## src/rtl/dac_pkg.sv

```systemverilog
// Shared state encoding and default timing for the AD5541-class serial DAC writer.
package dac_pkg;

   localparam int unsigned DAC_BITS       = 16;
   localparam int unsigned DAC_SCLK_DIV   = 4;
   localparam int unsigned DAC_CS_SETUP   = 2;
   localparam int unsigned DAC_CS_HOLD    = 1;
   localparam int unsigned DAC_LDAC_WIDTH = 3;

   typedef enum logic [5:0] {
      ST_IDLE  = 6'b000001,
      ST_SETUP = 6'b000010,
      ST_SHIFT = 6'b000100,
      ST_HOLD  = 6'b001000,
      ST_LOAD  = 6'b010000,
      ST_DONE  = 6'b100000
   } dac_state_t;

   function automatic int unsigned dac_max(input int unsigned a, input int unsigned b);
      return (a > b) ? a : b;
   endfunction

endpackage

```

## src/rtl/dac_sclk_gen.sv

```systemverilog
// Half-period divider for the DAC serial clock: idles low, toggles every DIV enabled
// cycles, and flags the clock edge on which sclk will rise or fall.
module dac_sclk_gen #(
   parameter int unsigned DIV = 4
) (
   input  logic clk,
   input  logic reset,
   input  logic i_en,
   output logic o_sclk,
   output logic o_rise,
   output logic o_fall
);

   localparam int unsigned CW = (DIV > 1) ? $clog2(DIV) : 1;

   logic [CW-1:0] r_cnt;
   logic          r_sclk;
   logic          w_term;

   assign w_term = i_en && (r_cnt == CW'(DIV - 1));

   always_ff @(posedge clk or negedge reset) begin
      if (!reset) begin
         r_cnt  <= '0;
         r_sclk <= 1'b0;
      end else if (!i_en) begin
         r_cnt  <= '0;
         r_sclk <= 1'b0;
      end else if (w_term) begin
         r_cnt  <= '0;
         r_sclk <= ~r_sclk;
      end else begin
         r_cnt  <= r_cnt + CW'(1);
      end
   end

   // Strobes mark the cycle whose closing edge moves sclk.
   assign o_sclk = r_sclk;
   assign o_rise = w_term & ~r_sclk;
   assign o_fall = w_term &  r_sclk;

endmodule

```

## src/rtl/dac5541_tx.sv

```systemverilog
// Serial write controller for a 16-bit LDAC-style voltage DAC: frames a parallel code
// MSB-first under dac_cs, strobes dac_ldac, and queues one pending code.
module dac5541_tx
   import dac_pkg::*;
#(
   parameter int unsigned DATA_BITS  = DAC_BITS,
   parameter int unsigned SCLK_DIV   = DAC_SCLK_DIV,
   parameter int unsigned CS_SETUP   = DAC_CS_SETUP,
   parameter int unsigned CS_HOLD    = DAC_CS_HOLD,
   parameter int unsigned LDAC_WIDTH = DAC_LDAC_WIDTH
) (
   input  logic                 clk,
   input  logic                 reset,
   input  logic [DATA_BITS-1:0] dac_data,
   input  logic                 dac_start,
   output logic                 dac_cs,
   output logic                 dac_sclk,
   output logic                 dac_sdi,
   output logic                 dac_ldac,
   output logic                 dac_busy,
   output logic                 dac_done,
   output logic                 dac_ovf
);

   localparam int unsigned CNT_MAX = dac_max(dac_max(CS_SETUP, CS_HOLD),
                                             dac_max(LDAC_WIDTH, 2 * DATA_BITS));
   localparam int unsigned CW      = $clog2(CNT_MAX + 1);

   dac_state_t           r_state, w_nxt;
   logic [CW-1:0]        r_cnt, w_cnt_nxt;
   logic [CW-1:0]        r_bit, w_bit_nxt;
   logic [DATA_BITS-1:0] r_shreg, r_pend, w_pend_nxt, w_load_data;
   logic                 r_pend_vld, w_pend_vld_nxt;
   logic                 w_load, w_shift, w_ovf;
   logic                 w_sclk_en, w_sclk, w_rise, w_fall;
   logic                 r_cs, r_ldac, r_busy, r_done, r_ovf;

   assign w_sclk_en = (r_state == ST_SHIFT);

   dac_sclk_gen #(
      .DIV (SCLK_DIV)
   ) u_sclk_gen (
      .clk    (clk),
      .reset  (reset),
      .i_en   (w_sclk_en),
      .o_sclk (w_sclk),
      .o_rise (w_rise),
      .o_fall (w_fall)
   );

   always_comb begin
      w_nxt          = r_state;
      w_cnt_nxt      = r_cnt;
      w_bit_nxt      = r_bit;
      w_load         = 1'b0;
      w_load_data    = r_pend;
      w_pend_nxt     = r_pend;
      w_pend_vld_nxt = r_pend_vld;
      w_shift        = 1'b0;
      w_ovf          = 1'b0;

      unique case (r_state)
         ST_IDLE: begin
            w_cnt_nxt = '0;
            w_bit_nxt = '0;
            // A queued code launches first; a coincident start refills the queue.
            if (r_pend_vld) begin
               w_load         = 1'b1;
               w_load_data    = r_pend;
               w_nxt          = ST_SETUP;
               w_pend_vld_nxt = dac_start;
               if (dac_start) w_pend_nxt = dac_data;
            end else if (dac_start) begin
               w_load      = 1'b1;
               w_load_data = dac_data;
               w_nxt       = ST_SETUP;
            end
         end
         ST_SETUP: begin
            if (r_cnt == CW'(CS_SETUP - 1)) begin
               w_cnt_nxt = '0;
               w_nxt     = ST_SHIFT;
            end else begin
               w_cnt_nxt = r_cnt + CW'(1);
            end
         end
         ST_SHIFT: begin
            if (w_rise) w_bit_nxt = r_bit + CW'(1);
            if (w_fall) begin
               w_shift = 1'b1;
               if (r_bit == CW'(DATA_BITS)) begin
                  w_bit_nxt = '0;
                  w_nxt     = ST_HOLD;
               end
            end
         end
         ST_HOLD: begin
            if (r_cnt == CW'(CS_HOLD - 1)) begin
               w_cnt_nxt = '0;
               w_nxt     = ST_LOAD;
            end else begin
               w_cnt_nxt = r_cnt + CW'(1);
            end
         end
         ST_LOAD: begin
            if (r_cnt == CW'(LDAC_WIDTH - 1)) begin
               w_cnt_nxt = '0;
               w_nxt     = ST_DONE;
            end else begin
               w_cnt_nxt = r_cnt + CW'(1);
            end
         end
         ST_DONE: w_nxt = ST_IDLE;
         default: w_nxt = ST_IDLE;
      endcase

      if (dac_start && (r_state != ST_IDLE)) begin
         w_pend_nxt     = dac_data;
         w_pend_vld_nxt = 1'b1;
         w_ovf          = r_pend_vld;
      end
   end

   // Outputs are registered from the next state so they line up with r_state.
   always_ff @(posedge clk or negedge reset) begin
      if (!reset) begin
         r_state    <= ST_IDLE;
         r_cnt      <= '0;
         r_bit      <= '0;
         r_shreg    <= '0;
         r_pend     <= '0;
         r_pend_vld <= 1'b0;
         r_cs       <= 1'b1;
         r_ldac     <= 1'b1;
         r_busy     <= 1'b0;
         r_done     <= 1'b0;
         r_ovf      <= 1'b0;
      end else begin
         r_state    <= w_nxt;
         r_cnt      <= w_cnt_nxt;
         r_bit      <= w_bit_nxt;
         r_pend     <= w_pend_nxt;
         r_pend_vld <= w_pend_vld_nxt;
         if (w_load) begin
            r_shreg <= w_load_data;
         end else if (w_shift) begin
            r_shreg <= {r_shreg[DATA_BITS-2:0], 1'b0};
         end
         r_cs   <= !((w_nxt == ST_SETUP) || (w_nxt == ST_SHIFT) || (w_nxt == ST_HOLD));
         r_ldac <= (w_nxt != ST_LOAD);
         r_busy <= (w_nxt != ST_IDLE) || w_pend_vld_nxt;
         r_done <= (w_nxt == ST_DONE);
         r_ovf  <= w_ovf;
      end
   end

   assign dac_cs   = r_cs;
   assign dac_sclk = w_sclk;
   assign dac_sdi  = r_shreg[DATA_BITS-1];
   assign dac_ldac = r_ldac;
   assign dac_busy = r_busy;
   assign dac_done = r_done;
   assign dac_ovf  = r_ovf;

endmodule

```

## config.mk

```make
export PLATFORM = sky130hd
export DESIGN_NAME = dac5541_tx
export DESIGN_NICKNAME = d
export VERILOG_FILES = /design/src/rtl/dac_pkg.sv /design/src/rtl/dac_sclk_gen.sv /design/src/rtl/dac5541_tx.sv
export SDC_FILE = /design/constraint.sdc
export NUM_CORES = 1
export LEC_CHECK = 0
export ABC_AREA = 1
export CORE_ASPECT_RATIO = 1.25
export CORE_MARGIN = 1
export CORE_UTILIZATION = 51
export CTS_CLUSTER_DIAMETER = 150
export CTS_CLUSTER_SIZE = 30
export DETAILED_ROUTE_END_ITERATION = 8
export PLACE_DENSITY = 0.71
export SETUP_SLACK_MARGIN = 0.02
export SLEW_MARGIN = 20
export SYNTH_ARGS = -nofsm -noshare
export SYNTH_HDL_FRONTEND = slang
export SYNTH_SLANG_ARGS = --single-unit
```

## constraint.sdc

```tcl
create_clock -name clk -period 1.8 [get_ports clk]
set_input_delay 0.27 -clock clk [delete_from_list [all_inputs] [get_ports clk]]
set_output_delay 0.27 -clock clk [all_outputs]
set_load 0.01 [all_outputs]
```

[Yosys cells after proc, flatten, opt, wreduce, memory -nomap -nowiden]
Cells that the tools add are included.
Storage, ports and cells
  logic and storage cells: 86
  register bits: 59
  bits in writable memories: 0
  memory bits (read-only): 0
  input port bits: 19
  bits in latches: 0
  memories kept: 0
Cells by class
  multipliers: 0
  shift-type cells: 0
  bitwise logic cells: 3
  reductions and logical operators: 13
  order comparisons: 0
  equality and inequality tests: 17
  $add $sub $neg: 3
  muxes and demuxes: 37
  divide/modulo/power cells: 0
Operators by type and width (number)
  $mux 16: 8
  $mux 6: 13
  $pmux 6 s5: 1
  $pmux 6 s4: 1
  $eq 6x2->1 const B: 3
  $add 6x1->6 const B: 2
  $eq 6x1->1 const B: 2
  $eq 6x3->1 const B: 2
  $eq 6x4->1 const B: 2
  $eq 6x5->1 const B: 2
  $ne 6x1->1 const B: 2
  $pmux 6 s2: 1
  $mux 1: 11
  $reduce_bool 2->1: 4
  $eq 6x6->1 const B: 1
  $logic_not 6->1: 1
  $ne 6x5->1 const B: 1
  $mux 2: 2
  $reduce_bool 4->1: 1
  $logic_or 1x1->1: 3
  $add 2x1->2 const B: 1
  $and 1x1->1: 2
  $eq 2x2->1 const B: 1
  $logic_and 1x1->1: 2
  other kinds (4): 4

[Logic depth before layout (Yosys ltp)]
  depth after elaboration: 9
  depth in mapped cells: 10

[Cells and area by module]
Synthesis repeated with hierarchy kept, for this count alone.
Second synthesis, totals
  cells, all modules: 419
  area total of the unflattened synthesis: 3193.1 um2
By module, submodules not included
  dac5541_tx: area an instance 3057.9 um2, instances 1, cells an instance 403, seq. area each 1405.1 um2
  dac_sclk_gen: area an instance 135.1 um2, instances 1, cells an instance 16, seq. area each 75.1 um2

[Worst setup path after synthesis]
OpenSTA, ideal clock, no wires.
  kind: reg-to-reg
  start point: register r_state[0]
  end point: register r_shreg[15]
  setup time: 0.117 ns
  data required time: 1.683 ns
  stages on the path, launching flop included: 10
  path slack: 0.289 ns
  arrival time: 1.394 ns
  buffers on the path: 2
  path through: dfstp_2 inv_1 nor2_4 nand3_4 nor2_8 buf_8 buf_12 a21oi_1 nor2_1 nor2_1
On the way
  longest elaborated chain between the ends: 6
  elaborated cells on any way between the ends: 10
  those cells by class: eq/ne: 2; mux: 5; bitwise: 1; reduce/logical: 2
RTL lines
  start: declaration: RTL line dac5541_tx.sv:29  | dac_state_t r_state, w_nxt;
  start signal: assignment: RTL line dac5541_tx.sv:139  | r_state <= w_nxt;
  $eq 6x3->1: RTL line dac5541_tx.sv:38, dac5541_tx.sv:62
  $logic_and 1x1->1: RTL line dac_sclk_gen.sv:20  | assign w_term = i_en && (r_cnt == CW'(DIV - 1));
  $and 1x1->1: RTL line dac_sclk_gen.sv:40  | assign o_fall = w_term & r_sclk;
  $mux 1: RTL line dac5541_tx.sv:89  | if (w_fall) begin
  $mux 1: RTL line dac5541_tx.sv:62  | unique case (r_state)
  $reduce_bool 2->1 (no source line)
  end signal: assignment: RTL line dac5541_tx.sv:145  | r_shreg <= w_load_data;
  end signal: assignment: RTL line dac5541_tx.sv:147  | r_shreg <= {r_shreg[DATA_BITS-2:0], 1'b0};
  end: declaration: RTL line dac5541_tx.sv:32  | logic [DATA_BITS-1:0] r_shreg, r_pend, w_pend_nxt, w_load_data;
Several ways; a longest one is shown, not always the timed one.
A chain may end at the register's enable or synchronous reset.

[Final worst setup path]
  start point: register r_cs (netlist: dac_cs)
  end point: output port dac_cs
RTL lines
  start: declaration: RTL line dac5541_tx.sv:36  | logic r_cs, r_ldac, r_busy, r_done, r_ovf;
  start signal: assignment: RTL line dac5541_tx.sv:149  | r_cs <= !((w_nxt == ST_SETUP) || (w_nxt == ST_SHIFT) || (w_nxt == ST_HOLD));
  end: declaration: RTL line dac5541_tx.sv:16  | output logic dac_cs,
No word-level cell between the ends.

==> impl_results.md <==
- Worst path bufs/invs: 1
- Via/cell ratio: between 4 and 5
- Critical path, cell by cell: clkdlybuf4s50_1
- Tmin final: approximately 1.6 ns
- Ant diodes: 0
- Setup TNS Final: 0 ns
- Family with the most delay on the worst path: buffers and inverters
- Share of post-route cells with drive strength above 1: about an eighth
- Combinational Power Share: a little under half
- YS warnings: 0
- Clock network power share: a little under a fifth
- Synth top area share: 42.0%
- Mapped Avg Cell Area: between 7 and 8 µm²
- Setup violations, final: 0
- GRT overflow: 0
- First-pass GRT wire length: approximately 12000 µm
- Switch Pwr: 2380 µW
- Ranking of synthesized cells by area: dfrtp_1, nand2_1, inv_1
- Power Dens Cells: 1460 nW/µm²
- Pin count of the biggest net entering global routing: 60
- Setup Fix Bufs, Post-CTS: 0
- Drt total wl: between 6000 and 7000 µm
- Layout Nets: roughly 500
- Fill cells: 583
- Crit path kind: register to output port
- Die Wd: 74.3 µm
- Num Clock Sinks: 59
- Count leader, synth: nand2_1
- Clock Skew: 0.00910 ns
- Critical Path Slowest Stage Cell: clkdlybuf4s50_1
- Layout area overhead: 16.7%
- Number of synthesized flops with an enable pin: 0
- Worst hold path class: register to register
- Mapped Area: approximately 3300 µm²
- Die H: between 90 and 100 µm
- Hpwl dp: 4620 µm
- Initial core utilization: a little over half
- Pre-antenna DRT Iters: 4
- Int Pwr: 3310 µW
- Top post-synthesis cells by count: nand2_1, dfrtp_1, inv_1
- Outcome: completed
- Remaining antenna violation count: 0
- M1 WL: 2900 µm
- FF+latch count, synth: just under 60
- DRC Markers: 0
- Vias in the first global route: 2748
- Num rows: 32
- Highest clock rate: 0.608 GHz
- Area of the core: 6250 µm²
- Library cell with the largest summed area after synthesis: dfrtp_1
- Metal3 WL: 157 µm
- R2r setup slk: 0.18 ns
- IO buf count: 25
- Worst-path fanout max: 1
- CTS tree: yes
- Slew margin rel.: 73.4%
- CTS buffer count: 9
- Crit path capture type: output port
- Critical path data arrival time: ~1.4 ns
- Unique masters post-synth: 35
- Crit path required time: around 1.5 ns
- Initial antenna violation count: 0
- Setup crit start kind: register
- Static Leakage: 0.00198 µW
- I/O pin cnt: 26
- Die area: between 6000 and 7000 µm²
- Fin crit share: 91.4%
- Slack of the critical path: 0.155 ns
- Clock Tree Root: clkbuf_8
- Main synth FF type: dfrtp_1
- Clock tree buffer depth: 2
- Fin. Hold Viols: 0
- Register area share after synthesis: 44.4%
- Async SR Flop Fraction: between 90% and 100%
- Cells after Synth: 433
- Via count: roughly 2800
- Reg power frac: 35.3%
- WL/cell: 11.7 µm
- Initial DRC Count: 96
- RSZ-0062 raised after global routing: true
- Maxcap violations: 0
- Worst-Skew Late Latency: 0.34 ns
- CP peak stage delay: ~0.53 ns
- Top layer used by detailed routing: met4
- Worst-Margin Slew: 0.398 ns
- Met2 WL: ~3400 µm
- GRT Overall Usage: 22.4%
- Pre-CTS WS: about 0.0027 ns
- Switching Share: 41.9%
- Max-slew violation count: 0
- Max VDD drop: roughly 950 µV
- Clock-pin slew on the worst setup and hold paths: approximately 0.07 ns
- H-Tree Depth: 3
- Placer Congestion: 0.835
- Syn nets: ~460
worst paths after layout:
| kind | from | to | cells after the start |
|---|---|---|---|
| setup / recovery | dac_cs$_DFF_PN1_ | dac_cs | 1 |
| max in group asynchronous | reset | r_state[0]$_DFF_PN1_ | 3 |
| hold reg to reg | u_sclk_gen.r_cnt[0]$_DFF_PN0_ | u_sclk_gen.r_cnt[0]$_DFF_PN0_ | 1 |
| min in group asynchronous | reset | r_cnt[2]$_DFFE_PN0P_ | 3 |
| setup reg to reg | r_state[1]$_DFF_PN0_ | r_bit[3]$_DFFE_PN0P_ | 8 |
| hold / removal | u_sclk_gen.r_cnt[0]$_DFF_PN0_ | u_sclk_gen.r_cnt[0]$_DFF_PN0_ | 1 |
cells in the final DEF (no fill, tap or decap), types with 3 or more instances in the layout:
cell and count:
nand4_1 7, ha_1 7, nor2_4 4, nand2_1 140, clkdlybuf4s50_1 24, inv_1 49
clkbuf_8 10, nand3_1 25, nor2_2 5, nand3_2 6, dfstp_2 3, o21ai_0 13
o21ai_1 5, clkinv_2 3, dfrtp_1 56, nor2_1 48, a21oi_1 31, buf_4 13
layer usage:
layer  vias to the layer above  track usage (%)
li1                       1434                -
met1                      1294             26.6
met2                        36             38.8
met3                         9             3.70
met4                         0             9.91
met5                         -                0
stage by stage:
| stage | util, % | cells | hold WS, ns | total power (µW) | cell area, µm² |
|---|---|---|---|---|---|
| 6_report | 62.3 | 560 | 0.443 | 5690 | 3890 |
| 5_1_grt | 62.3 | 560 | 0.468 | 6270 | 3890 |
| 4_1_cts | 62.3 | 560 | 0.448 | 5750 | 3890 |
| 3_5_place_dp | 59.5 | 544 | 0.300 | 4680 | 3710 |
| 3_3_place_gp | 59.5 | 544 | 0.303 | 4600 | 3710 |
| 2_1_floorplan | - | 433 | -0.0256 | 4060 | 3340 |
state kept, by name, summed over array words and instances (netlist names):
register,count
r_pend_vld,1
r_pend,16
dac_cs,1
r_bit,6
dac_ovf,1
u_sclk_gen.o_sclk,1
r_cnt,6
dac_busy,1
r_shreg,16
dac_done,1
dac_ldac,1
u_sclk_gen.r_cnt,2
r_state,6
cell families after synthesis:
logic type / synth area share (%)
compound gates: 8.40
xor+xnor: 1.05
fa+ha+maj: 2.63
buf+inv: 9.34
flops: 44.4
mux: 0.300
simple gates: 33.9
cell type report:
| class | count | area, µm² | share of cell area (%) |
|---|---|---|---|
| multi-input cells | 308 | 1540 | 39.7 |
| flip-flops and latches | 59 | 1480 | 38.0 |
| repair buffers | 41 | 393 | 10.1 |
| inverters | 52 | 200 | 5.14 |
| clock buffers | 10 | 138 | 3.54 |
| well taps | 85 | 106 | 2.73 |
| clock inverters | 5 | 30.0 | 0.772 |
timing repair:
action | CTS | global route
hold buffers | 1 | 0
hold endpoints to repair | 56 | 0
setup endpoints to repair | 0 | 5
resized for setup | 0 | 1
power by group through the flow:
stage / Combinational, µW / Clock, µW / Sequential [µW]
4_1_cts: 2660 / 1080 / 2010
5_1_grt: 3080 / 1140 / 2060
3_3_place_gp: 2580 / 0 / 2020
3_5_place_dp: 2650 / 0 / 2030
2_1_floorplan: 2050 / 0 / 2010
6_report: 2630 / 1050 / 2010
No activity file was read; power rests on OpenSTA's default activity.
